`config.mk`:
```
export PLATFORM = sky130hd
export DESIGN_NAME = ps2_keyboard
export DESIGN_NICKNAME = d
export VERILOG_FILES = /design/src/rtl/ps2_pkg.sv /design/src/rtl/ps2_rx_frame.sv /design/src/rtl/ps2_keyboard.sv
export SDC_FILE = /design/constraint.sdc
export NUM_CORES = 1
export LEC_CHECK = 0
export ABC_AREA = 1
export CAP_MARGIN = 20
export CORE_MARGIN = 8
export CORE_UTILIZATION = 51
export DETAILED_ROUTE_END_ITERATION = 10
export MAX_ROUTING_LAYER = met4
export PLACE_DENSITY = 0.77
export SYNTH_ARGS = -nofsm -noshare
export SYNTH_HDL_FRONTEND = slang
export SYNTH_SLANG_ARGS = --single-unit
```
`constraint.sdc`:
```
create_clock -name clock -period 1.6 [get_ports clock]
set_clock_uncertainty 0.05 [all_clocks]
set_input_delay 0.24 -clock clock [delete_from_list [all_inputs] [get_ports clock]]
set_output_delay 0.24 -clock clock [all_outputs]
set_load 0.05 [all_outputs]
```
`src/rtl/ps2_pkg.sv`:
```
`timescale 1ns/1ps
`default_nettype none
// ============================================================================
// Module      : ps2_pkg
// Description : Shared types and scan-code constants for the PS/2 keyboard path.
// Revision    : 1.0 - initial release
// ============================================================================
package ps2_pkg;

    typedef enum logic [1:0] {
        IDLE   = 2'd0,
        DATA   = 2'd1,
        PARITY = 2'd2,
        STOP   = 2'd3
    } frame_state_t;

    localparam logic [7:0] PS2_EXT = 8'hE0;
    localparam logic [7:0] PS2_BRK = 8'hF0;

    // Keyboard status/acknowledge bytes that never represent a key.
    localparam int         PS2_NUM_DISCARD = 7;
    localparam logic [7:0] PS2_DISCARD [PS2_NUM_DISCARD] =
        '{8'h00, 8'hAA, 8'hEE, 8'hFA, 8'hFC, 8'hFE, 8'hFF};

    function automatic logic is_discard(input logic [7:0] b);
        logic hit;
        hit = 1'b0;
        for (int i = 0; i < PS2_NUM_DISCARD; i++) begin
            if (b == PS2_DISCARD[i]) hit = 1'b1;
        end
        return hit;
    endfunction

endpackage
`default_nettype wire

```
`src/rtl/ps2_rx_frame.sv`:
```
`timescale 1ns/1ps
`default_nettype none
// ============================================================================
// Module      : ps2_rx_frame
// Description : PS/2 line conditioning, 11-bit frame receiver with parity,
//               stop-bit and watchdog checking, and a saturating error count.
// Revision    : 1.0 - initial release
// ============================================================================
module ps2_rx_frame
    import ps2_pkg::*;
#(
    parameter int FILTER_LEN = 8,
    parameter int TIMEOUT    = 200000
) (
    input  logic       clock,
    input  logic       reset_n,
    input  logic       ps2_clk,
    input  logic       ps2_data,
    output logic       byte_valid,
    output logic [7:0] rx_byte,
    output logic [7:0] frame_errors
);

    localparam int FW = (FILTER_LEN > 1) ? $clog2(FILTER_LEN) : 1;
    localparam int WW = $clog2(TIMEOUT + 1);

    logic [1:0]    r_clk_sync;
    logic [1:0]    r_dat_sync;
    logic          r_filt_clk;
    logic [FW-1:0] r_filt_cnt;

    frame_state_t  r_state;
    logic [2:0]    r_bitcnt;
    logic [7:0]    r_shift;
    logic          r_parity;
    logic [WW-1:0] r_wdog;
    logic          r_byte_valid;
    logic [7:0]    r_frame_errors;

    logic          w_filt_done;
    logic          w_strobe;
    logic          w_data;
    logic [7:0]    w_err_next;

    always_ff @(posedge clock or negedge reset_n) begin
        if (!reset_n) begin
            r_clk_sync <= 2'b11;
            r_dat_sync <= 2'b11;
            r_filt_clk <= 1'b1;
            r_filt_cnt <= '0;
        end else begin
            r_clk_sync <= {r_clk_sync[0], ps2_clk};
            r_dat_sync <= {r_dat_sync[0], ps2_data};
            if (r_clk_sync[1] != r_filt_clk) begin
                if (w_filt_done) begin
                    r_filt_clk <= r_clk_sync[1];
                    r_filt_cnt <= '0;
                end else begin
                    r_filt_cnt <= r_filt_cnt + 1'b1;
                end
            end else begin
                r_filt_cnt <= '0;
            end
        end
    end

    // The strobe fires in the same cycle the filtered clock commits to low.
    assign w_filt_done = (r_filt_cnt == FW'(FILTER_LEN - 1));
    assign w_strobe    = r_filt_clk & ~r_clk_sync[1] & w_filt_done;
    assign w_data      = r_dat_sync[1];
    assign w_err_next  = r_frame_errors + {7'd0, (r_frame_errors != 8'hFF)};

    always_ff @(posedge clock or negedge reset_n) begin
        if (!reset_n) begin
            r_state        <= IDLE;
            r_bitcnt       <= '0;
            r_shift        <= '0;
            r_parity       <= 1'b0;
            r_wdog         <= '0;
            r_byte_valid   <= 1'b0;
            r_frame_errors <= '0;
        end else begin
            r_byte_valid <= 1'b0;
            if (w_strobe) begin
                r_wdog <= '0;
                case (r_state)
                    IDLE: begin
                        if (!w_data) begin
                            r_state  <= DATA;
                            r_bitcnt <= '0;
                        end
                    end
                    DATA: begin
                        r_shift  <= {w_data, r_shift[7:1]};
                        r_bitcnt <= r_bitcnt + 3'd1;
                        if (r_bitcnt == 3'd7) r_state <= PARITY;
                    end
                    PARITY: begin
                        r_parity <= w_data;
                        r_state  <= STOP;
                    end
                    STOP: begin
                        r_state <= IDLE;
                        if (w_data && (^{r_shift, r_parity}))
                            r_byte_valid <= 1'b1;
                        else
                            r_frame_errors <= w_err_next;
                    end
                    default: r_state <= IDLE;
                endcase
            end else if (r_state != IDLE) begin
                if (r_wdog == WW'(TIMEOUT - 1)) begin
                    r_state        <= IDLE;
                    r_wdog         <= '0;
                    r_frame_errors <= w_err_next;
                end else begin
                    r_wdog <= r_wdog + 1'b1;
                end
            end
        end
    end

    assign byte_valid   = r_byte_valid;
    assign rx_byte      = r_shift;
    assign frame_errors = r_frame_errors;

endmodule
`default_nettype wire

```
`src/rtl/ps2_keyboard.sv`:
```
`timescale 1ns/1ps
`default_nettype none
// ============================================================================
// Module      : ps2_keyboard
// Description : Decodes make/break/E0 scan-code sequences into the currently
//               held key word read by the CPU.
// Revision    : 1.0 - initial release
// ============================================================================
module ps2_keyboard
    import ps2_pkg::*;
#(
    parameter int Dbits      = 32,
    parameter int FILTER_LEN = 8,
    parameter int TIMEOUT    = 200000
) (
    input  logic             clock,
    input  logic             reset_n,
    input  logic             ps2_clk,
    input  logic             ps2_data,
    output logic [Dbits-1:0] keyb_char,
    output logic             key_event,
    output logic [7:0]       frame_errors
);

    logic             w_byte_valid;
    logic [7:0]       w_rx_byte;
    logic [8:0]       w_code;

    logic [Dbits-1:0] r_keyb_char;
    logic             r_key_event;
    logic             r_ext_pending;
    logic             r_brk_pending;

    ps2_rx_frame #(
        .FILTER_LEN (FILTER_LEN),
        .TIMEOUT    (TIMEOUT)
    ) u_rx (
        .clock        (clock),
        .reset_n      (reset_n),
        .ps2_clk      (ps2_clk),
        .ps2_data     (ps2_data),
        .byte_valid   (w_byte_valid),
        .rx_byte      (w_rx_byte),
        .frame_errors (frame_errors)
    );

    assign w_code = {r_ext_pending, w_rx_byte};

    always_ff @(posedge clock or negedge reset_n) begin
        if (!reset_n) begin
            r_keyb_char   <= '0;
            r_key_event   <= 1'b0;
            r_ext_pending <= 1'b0;
            r_brk_pending <= 1'b0;
        end else begin
            r_key_event <= 1'b0;
            if (w_byte_valid) begin
                if (w_rx_byte == PS2_EXT) begin
                    r_ext_pending <= 1'b1;
                end else if (w_rx_byte == PS2_BRK) begin
                    r_brk_pending <= 1'b1;
                end else begin
                    r_ext_pending <= 1'b0;
                    r_brk_pending <= 1'b0;
                    if (!is_discard(w_rx_byte)) begin
                        if (!r_brk_pending) begin
                            r_keyb_char <= Dbits'(w_code);
                            r_key_event <= 1'b1;
                        end else if (w_code == r_keyb_char[8:0]) begin
                            // Only releasing the held key clears it.
                            r_keyb_char <= '0;
                            r_key_event <= 1'b1;
                        end
                    end
                end
            end
        end
    end

    assign keyb_char = r_keyb_char;
    assign key_event = r_key_event;

endmodule
`default_nettype wire

```
# Yosys cells after proc, flatten, opt, wreduce, memory -nomap -nowiden
# Cells that the tools add are included.
# op_classes
add_sub_neg	4
n_reduce_logical	17
n_eq_ne	24
muxes	42
bitwise_logic	6
# ops
op	count
== test 8 bit (second input constant)	8
two-way mux 32 bit	2
two-way mux 18 bit	3
two-way mux 8 bit	5
two-way mux 1 bit	22
adder 18 x 1 -> 18 bit (second input constant)	1
== test 18 bit (second input constant)	1
two-way mux 2 bit	5
AND reduction 2 bit	5
== test 9 bit	1
two-way mux 3 bit	3
XOR reduction 9 bit	1
adder 8 x 1 -> 8 bit	1
zero test 8 bit	1
inequality test 2 bit (second input constant)	4
inequality test 8 bit (second input constant)	1
case mux 2 bit (4 select lines)	1
AND reduction 4 bit	2
nonzero test 2 bit	4
adder 3 x 1 -> 3 bit (second input constant)	2
== test 3 bit (second input constant)	2
inequality test 3 bit (second input constant)	2
case mux 3 bit (2 select lines)	1
AND reduction 5 bit	1
other kinds (9)	14
# word_totals
inputBits	4
output_inout_bits	41
regBits	84

# Logic depth before layout (Yosys ltp)
# Gate-level depths: netlist of run 1.
# depth
depth_word	15
ltp_mapped	14

# Hierarchy
# From an unflattened synthesis of run 1, not the netlist that was laid out.
# unflattened
cells_unflattened	451
area_unflattened_um2	3681.0
# modules_own_cells
mod	seq_area_each_um2	n_inst	cells_per_inst	area_per_inst_um2
ps2_rx_frame	1232.4	1	317	2721.4
ps2_keyboard	300.3	1	134	959.7

# Worst setup path after synthesis of run 1
# Ideal clock, no wire load.
# synth_path
kind	register to register
from	reg u_rx.r_frame_errors[3], in the netlist u_rx.frame_errors[3]
to	reg u_rx.r_frame_errors[4], in the netlist u_rx.frame_errors[4]
setup_ns	0.066
required_ns	1.484
arrival_time_ns	2.015
path_slack_ns	-0.530
stages_incl_launch_ff	11
cell_sequence	dfrtp_1 -> nand2_1 -> nor2_1 -> nand3_1 -> nand3b_1 -> ha_1 -> ha_1 -> nand3_1 -> xnor2_1 -> nand4_1 -> nand2_1
# synth_via
elab_chain_cells	5
# synth_lines
item	line_no	rtl
start: declaration	ps2_rx_frame.sv:38	logic [7:0] r_frame_errors;
start signal: assignment	ps2_rx_frame.sv:107	r_frame_errors <= w_err_next;
start signal: assignment	ps2_rx_frame.sv:115	r_frame_errors <= w_err_next;
inequality test 8 bit	ps2_rx_frame.sv:71	assign w_err_next = r_frame_errors + {7'd0, (r_frame_errors != 8'hFF)};
adder 8 x 1 -> 8 bit *	ps2_rx_frame.sv:71	
two-way mux 8 bit, on equally long branches	ps2_rx_frame.sv:112, ps2_rx_frame.sv:104	
two-way mux 8 bit, on equally long branches	ps2_rx_frame.sv:111, ps2_rx_frame.sv:86	
two-way mux 8 bit *	ps2_rx_frame.sv:84	if (w_strobe) begin
# Mark *: on every way between the ends. The rest lies on a longest branch, timed or not. The select of a mux whose other input is x is not followed.
# A chain may end at the register's enable or synchronous reset.

# Final worst setup path of run 1
# layout_path
from	reg u_rx.r_shift[5], in the netlist u_rx.rx_byte[5]
to	reg u_rx.r_frame_errors[5], in the netlist u_rx.frame_errors[5]
# layout_via
elab_chain_cells	4
# layout_lines
item	line_no	rtl
start: declaration	ps2_rx_frame.sv:34	logic [7:0] r_shift;
start signal: assignment	ps2_rx_frame.sv:94	r_shift <= {w_data, r_shift[7:1]};
XOR reduction 9 bit	ps2_rx_frame.sv:104	if (w_data && (^{r_shift, r_parity}))
logical AND 1 bit	ps2_rx_frame.sv:104	
inequality test 2 bit (no line)	-	
AND reduction 4 bit (no line)	-	
# No other way between the ends.

==> run summary, run 1 <==
met2 WL post-DR: 5540 um
most frequent cells in the layout: nand2_1 (82), buf_4 (63), dfrtp_1 (39)
core area: 6830 sq um
wl on met1: 3970 um
CTS tree: done
# placed instances: 598
crit-path cells: nand2_2 -> inv_2 -> nor2_2 -> nand2_1 -> nand2_1 -> nand2_2 -> nand2_1 -> nand2_2 -> nand3_4 -> buf_4 -> nand3_2 -> nand2_1 -> nand2_1
Clock Sinks: 61
DRC viols: 0
Warnings, synthesis: 0
mux cell area share after synthesis: 0%
die footprint: 10100 sq um
post-route ant nets: 0
Max Fanout on Critical Path: 5
Post-Synth Simple-Gate Area: 30.2%
commonest non-fill, non-tap cell in the layout: nand2_1
worst hold slack: 233 ps
pwr/cell area: 666 nW/um^2
DP HPWL: 5780 um
Crit path largest cell delay: 450 ps
pin count of the biggest net entering global routing: 62
synthesized area: 3630 sq um
Final Instance Area: 5210 sq um
Period minus WS final: 1840 ps
P_leak: 2.41 nW
H-tree depth: 3
Starting Density: 53.1%
Compound-Gate Fraction of Synth Area: 6.83%
final wirelength: 10900 um
Port-buffer cells: 21
vias per inst: 5.58
Final Core Density: 76.2%
gr ovfl total: 0
Worst setup EP type: flip-flop
uppermost layer routed: met4
synth unique cells: 38
Mapped Cells: 436
vias in the first global route: 3212
DR WL/cell: 17.2 um
initial antenna violation count: 0
met3 routed WL: 794 um
Design Power: 3.47 mW
Clock Latency Late Sink: 360 ps
Cell Area, Placed: 4420 sq um
Arrival @ worst endpoint: 2040 ps
GPL Wtd Cong: 0.919
synthesis-stage register bit count: 61
violated checks: negative setup slack
largest family of logic cells by synthesized area: simple AND/OR/NAND/NOR gates
Cell Rows: 30
sequential fraction of the synthesis area: 42.2%
Most Frequent Cell on Critical Path: nand2_1
first-pass GRT wire length: 14900 um
maximum clock frequency: 543 MHz
num ports: 45
# fillers: 406
CTS Buf Count: 9
Die Height: 100 um
Area growth syn-to-layout: 43.5%
fin. max-slew vios: 0
initial drt markers: 235
CP Class: flip-flop to flip-flop
Final setup viols: 35
peak supply drop: 0.000657 V
final worst slack: -241 ps
XOR/XNOR share of the synthesized area: 4.58%
share of cells above drive strength 1: 45.4%
worst-case clock buffer depth: 2
worst path required time: 1790 ps
post-route setup TNS: -4060 ps
Reg clk slew, reported paths: 70 ps
Period Utilization, post-route: 115%
Final Hold Viols: 0
DIE WIDTH: 100 um
DR pass1 iterations: 5
adder-cell area share of the yosys netlist: 4.14%
post-synthesis area per instance: 8.33 sq um
outcome: finished, violations left
Total GRT Usage: 19.0%
Final #Nets: 548
final cell count without fillers: 633
CP max-delay cell: dfrtp_2
RSZ-0062 raised after global routing: yes
Hold Crit Class: primary input to flip-flop
antenna diode count: 0
CTS root buf: clkbuf_8
via count: 3530
setup slack after placement: -177 ps
Max Cap Violations: 0
CP startpoint kind: flip-flop
[synthesized netlist by cell type]
cell type | number | area (sq um)
a21oi_1 | 8 | 40.0
a22oi_2 | 1 | 12.5
a2bb2oi_1 | 1 | 8.76
a31oi_1 | 1 | 6.26
a31oi_4 | 1 | 21.3
buf_4 | 25 | 188
buf_6 | 5 | 56.3
clkbuf_1 | 1 | 3.75
clkinv_1 | 1 | 3.75
conb_1 | 1 | 3.75
dfrtp_1 | 56 | 1400
dfstp_2 | 5 | 131
ha_1 | 12 | 150
inv_1 | 36 | 135
inv_2 | 7 | 26.3
inv_4 | 3 | 18.8
nand2_1 | 101 | 379
nand2_2 | 15 | 93.8
nand2_4 | 3 | 33.8
nand2_8 | 1 | 20.0
nand3_1 | 26 | 130
nand3_2 | 4 | 40.0
nand3b_1 | 1 | 7.51
nand4_1 | 15 | 93.8
nor2_1 | 32 | 120
nor2_2 | 3 | 18.8
nor2_4 | 1 | 11.3
nor2_8 | 2 | 40.0
nor3_1 | 15 | 75.1
nor3_2 | 2 | 20.0
nor3b_1 | 1 | 7.51
o2111ai_1 | 1 | 8.76
o21ai_0 | 25 | 125
o21ai_1 | 2 | 10.0
o31ai_1 | 2 | 15.0
or2_2 | 1 | 6.26
xnor2_1 | 9 | 78.8
xor2_1 | 10 | 87.6
[path summary, 6_finish.rpt]
kind / startpoint / to / slack (ps) / cells after the start
setup reg to reg: u_rx.rx_byte[5] / u_rx.frame_errors[5] / -240 / 13
max in group asynchronous: reset_n / u_rx.r_dat_sync[1] / 800 / 3
hold reg to reg: u_rx.r_clk_sync[0] / u_rx.r_clk_sync[1] / 310 / 0
min in group asynchronous: reset_n / keyb_char[0] / 360 / 3
setup / recovery: u_rx.rx_byte[5] / u_rx.frame_errors[5] / -240 / 13
hold / removal: ps2_data / u_rx.r_dat_sync[0] / 230 / 1
[sequential cells by signal, indices dropped and copies added, names as in the netlist, 2 cells and up]
| name | count |
|---|---|
| u_rx.r_state | 2 |
| keyb_char | 9 |
| u_rx.rx_byte | 8 |
| u_rx.r_filt_cnt | 3 |
| u_rx.r_dat_sync | 2 |
| u_rx.r_bitcnt | 3 |
| u_rx.r_clk_sync | 2 |
| u_rx.frame_errors | 8 |
| u_rx.r_wdog | 18 |
[cell families after synthesis]
kind of cell	after synthesis
buffers and inverters	78
adders and majority gates	12
and+or+nand+nor	223
other	1
AOI/OAI and AO/OA	42
DFF	61
xor gates and xnor gates	19
[timing repair]
action,CTS,global route
pin swaps,28,38
hold buffers,1,0
endpoints found under the hold margin,56,0
gates resized for setup,48,69
buffers inserted,5,9
endpoints found under the setup margin,33,42
gates cloned,3,1
[layout make-up]
| type | count | area (sq um) | share of cell area [%] |
|---|---|---|---|
| timing repair inverter | 1 | 6.26 | 0.120 |
| timing repair buffer | 90 | 890 | 17.1 |
| clock buffer | 11 | 131 | 2.52 |
| multi-input combinational | 322 | 2230 | 42.8 |
| tap | 96 | 120 | 2.31 |
| inverter | 47 | 204 | 3.92 |
| sequential | 61 | 1550 | 29.8 |
| clock inverter | 5 | 75.1 | 1.44 |
[routing by layer]
| metal | GRT usage [%] | up-vias |
|---|---|---|
| li1 | - | 1567 |
| met5 | - | - |
| met2 | 32.2 | 189 |
| met1 | 20.6 | 1706 |
| met4 | 7.91 | 0 |
| met3 | 4.91 | 68 |
[critical path: cells and delay by family, from the launching register on]
family | cells | cell delay, ps
DFF | 1 | 450
buffers and inverters | 2 | 180
and+or+nand+nor | 11 | 1030
[power breakdown]
| part | internal (mW) | switching, mW |
|---|---|---|
| clock | 0.870 | 0.649 |
| sequential | 1.60 | 0.0309 |
| combinational | 0.0947 | 0.224 |
| total | 2.56 | 0.904 |
Power figures use the tool's default switching activity.
==> inputs of run 2 (changes only) <==
- CORE_MARGIN: 8 -> not set
- PLACE_DENSITY: 0.77 -> 0.84
==> run 2 against run 1 <==
The run still ends with negative setup slack left. Sequential share of layout area shrank 0.83 points. Non-clock buffer count grew 10. Worst setup slack lost 7.4 ps. First-iteration DRC count grew 38%. Fmax shrank 0.40%. Combinational power grew 1%. Worst hold slack gained 16 ps. Critical path depth shrank 3. Count of clock-buffer cells in the layout grew 1. Clock power grew 5%. Routed wire length grew 9.3%. Utilization grew 2.2 points. Critical path type unchanged. Largest power group unchanged.
==> run summary, run 2 (synthesized netlist as in run 1, its figures left out) <==
Die Height: 86.4 um (-14%)
setup slack after placement: -157 ps (+19.4 ps)
maximum clock frequency: 541 MHz (-0.40%)
outcome: finished, violations left
DP HPWL: 6030 um (+4.3%)
Design Power: 3.56 mW (+2.6%)
DRC viols: 0 (unchanged)
Final Hold Viols: 0 (unchanged)
Max Cap Violations: 0 (unchanged)
most frequent cells in the layout: nand2_1 (79), buf_4 (76), dfrtp_1 (39)
DIE WIDTH: 86.4 um (-14%)
vias per inst: 5.69 (+2.0%)
CP Class: flip-flop to flip-flop
final wirelength: 11900 um (+9.3%)
final cell count without fillers: 641 (+1.3%)
Reg2Reg Depth: 10 (-3)
Total GRT Usage: 27.9% (+8.9 points)
worst-case clock buffer depth: 2 (unchanged)
RSZ-0062 raised after global routing: yes
core area: 6830 sq um (unchanged)
P_leak: 2.56 nW (+6.2%)
die footprint: 7460 sq um (-26%)
Final #Nets: 556 (+1.5%)
GPL Wtd Cong: 0.936 (+1.9%)
via count: 3645 (+3.3%)
violated checks: negative setup slack
Final setup viols: 41 (+17%)
share of cells above drive strength 1: 48.4% (+3.0 points)
antenna diode count: 0 (unchanged)
first-pass GRT wire length: 15400 um (+3.1%)
Cell Area, Placed: 4420 sq um (unchanged)
Starting Density: 53.1% (unchanged)
Period minus WS final: 1850 ps (+7.38 ps)
vias in the first global route: 3379 (+5.2%)
r2r setup slk: -250 ps (about the same)
pin count of the biggest net entering global routing: 62 (unchanged)
Clock Sinks: 61 (unchanged)
worst path required time: 1840 ps (+50 ps)
Worst setup EP type: flip-flop
commonest non-fill, non-tap cell in the layout: nand2_1
num ports: 45 (unchanged)
Reg clk slew, reported paths: 70 ps (about the same)
pwr/cell area: 664 nW/um^2 (-0.23%)
largest reg by FF count: u_rx.r_wdog
DR pass1 iterations: 5 (unchanged)
Area growth syn-to-layout: 47.6%
Max Fanout on Critical Path: 3 (-2)
fin. max-slew vios: 0 (unchanged)
DR WL/cell: 18.5 um (+7.9%)
worst reg2reg startpoint: u_rx.frame_errors[2]
CTS root buf: clkbuf_8
Worst Setup EP: u_rx.frame_errors[7]
initial antenna violation count: 0 (unchanged)
max FFs per register: 18 (unchanged)
R2R Path End: u_rx.frame_errors[7]
initial drt markers: 325 (+38%)
CP startpoint kind: flip-flop
CTS tree: done
Final Instance Area: 5360 sq um (+2.9%)
Hold Crit Class: primary input to flip-flop
Period Utilization, post-route: 116% (+0.46 points)
peak supply drop: 0.000672 V (+2.3%)
Clock Latency Late Sink: 350 ps (about the same)
Port-buffer cells: 21 (unchanged)
# placed instances: 603 (+0.84%)
Cell Rows: 30 (unchanged)
crit path from: u_rx.frame_errors[2]
final worst slack: -249 ps (-7.38 ps)
gr ovfl total: 0 (unchanged)
Arrival @ worst endpoint: 2090 ps (+50 ps)
post-route ant nets: 0 (unchanged)
Final Core Density: 78.4% (+2.2 points)
CTS Buf Count: 9 (unchanged)
H-tree depth: 3 (unchanged)
run 2: cell count changes in the layout (fill, tap and decap cells not counted), sizes merged:
cell    delta
buf       +10
clkbuf     +1
clkinv     -2
nand3      -1
run 2: cell type report:
type,count,area [sq um]
clock inverters,4,70.1
well taps,96,120
multi-input cells,321,2320
fillers,389,1480
flip-flops and latches,61,1550
inverters,47,201
repair buffers,100,936
clock buffers,12,155
run 2: layer usage:
layer | track usage (%) | vias up | wire (um)
met5 | - | - | 0
met4 | 13.6 | 0 | 765
met3 | 6.19 | 86 | 760
met2 | 46.9 | 232 | 6200
met1 | 31.5 | 1749 | 4160
li1 | - | 1578 | -
run 2: stage by stage:
| step | hold slack (ps) | setup TNS [ps] |
|---|---|---|
| 2_1_floorplan | -106 | -1320 |
| 3_3_place_gp | 221 | -1200 |
| 3_5_place_dp | 226 | -3310 |
| 4_1_cts | 240 | -1350 |
| 5_1_grt | 250 | -7730 |
| 6_report | 249 | -5100 |
run 2: timing repair:
item | in CTS | in global routing
endpoints found under the hold margin | 56 | 0
setup buffers | 11 | 8
resized for setup | 43 | 94
setup endpoints to repair | 35 | 47
gates cloned | 2 | 0
hold buffers | 1 | 0
pin swaps | 14 | 36
run 2: worst min path at each step:
stage / start / to / slack (ps) / cells after the start
after floorplan: reset_n / key_event / -110 / 0
after global placement: reset_n / keyb_char[0] / 220 / 2
after detailed placement: reset_n / keyb_char[1] / 230 / 2
after CTS: ps2_clk / u_rx.r_clk_sync[0] / 240 / 1
after global routing: ps2_clk / u_rx.r_clk_sync[0] / 250 / 1
final: ps2_clk / u_rx.r_clk_sync[0] / 250 / 1
run 2: where the power goes:
group          total (mW)  internal [mW]  switching (mW)
logic               0.323         0.0964           0.226
clock network        1.59          0.958           0.636
registers            1.64           1.60          0.0426
run 2: worst max-delay path, cell delays in order (launching register included):
cell	delay (ps)
dfrtp_2	420
nand2_2	100
nor2_4	50
nand3_2	60
nand3b_1	170
ha_4	190
nand3_4	110
nor3_4	180
xor2_1	240
nand4_1	130
nand2_1	90
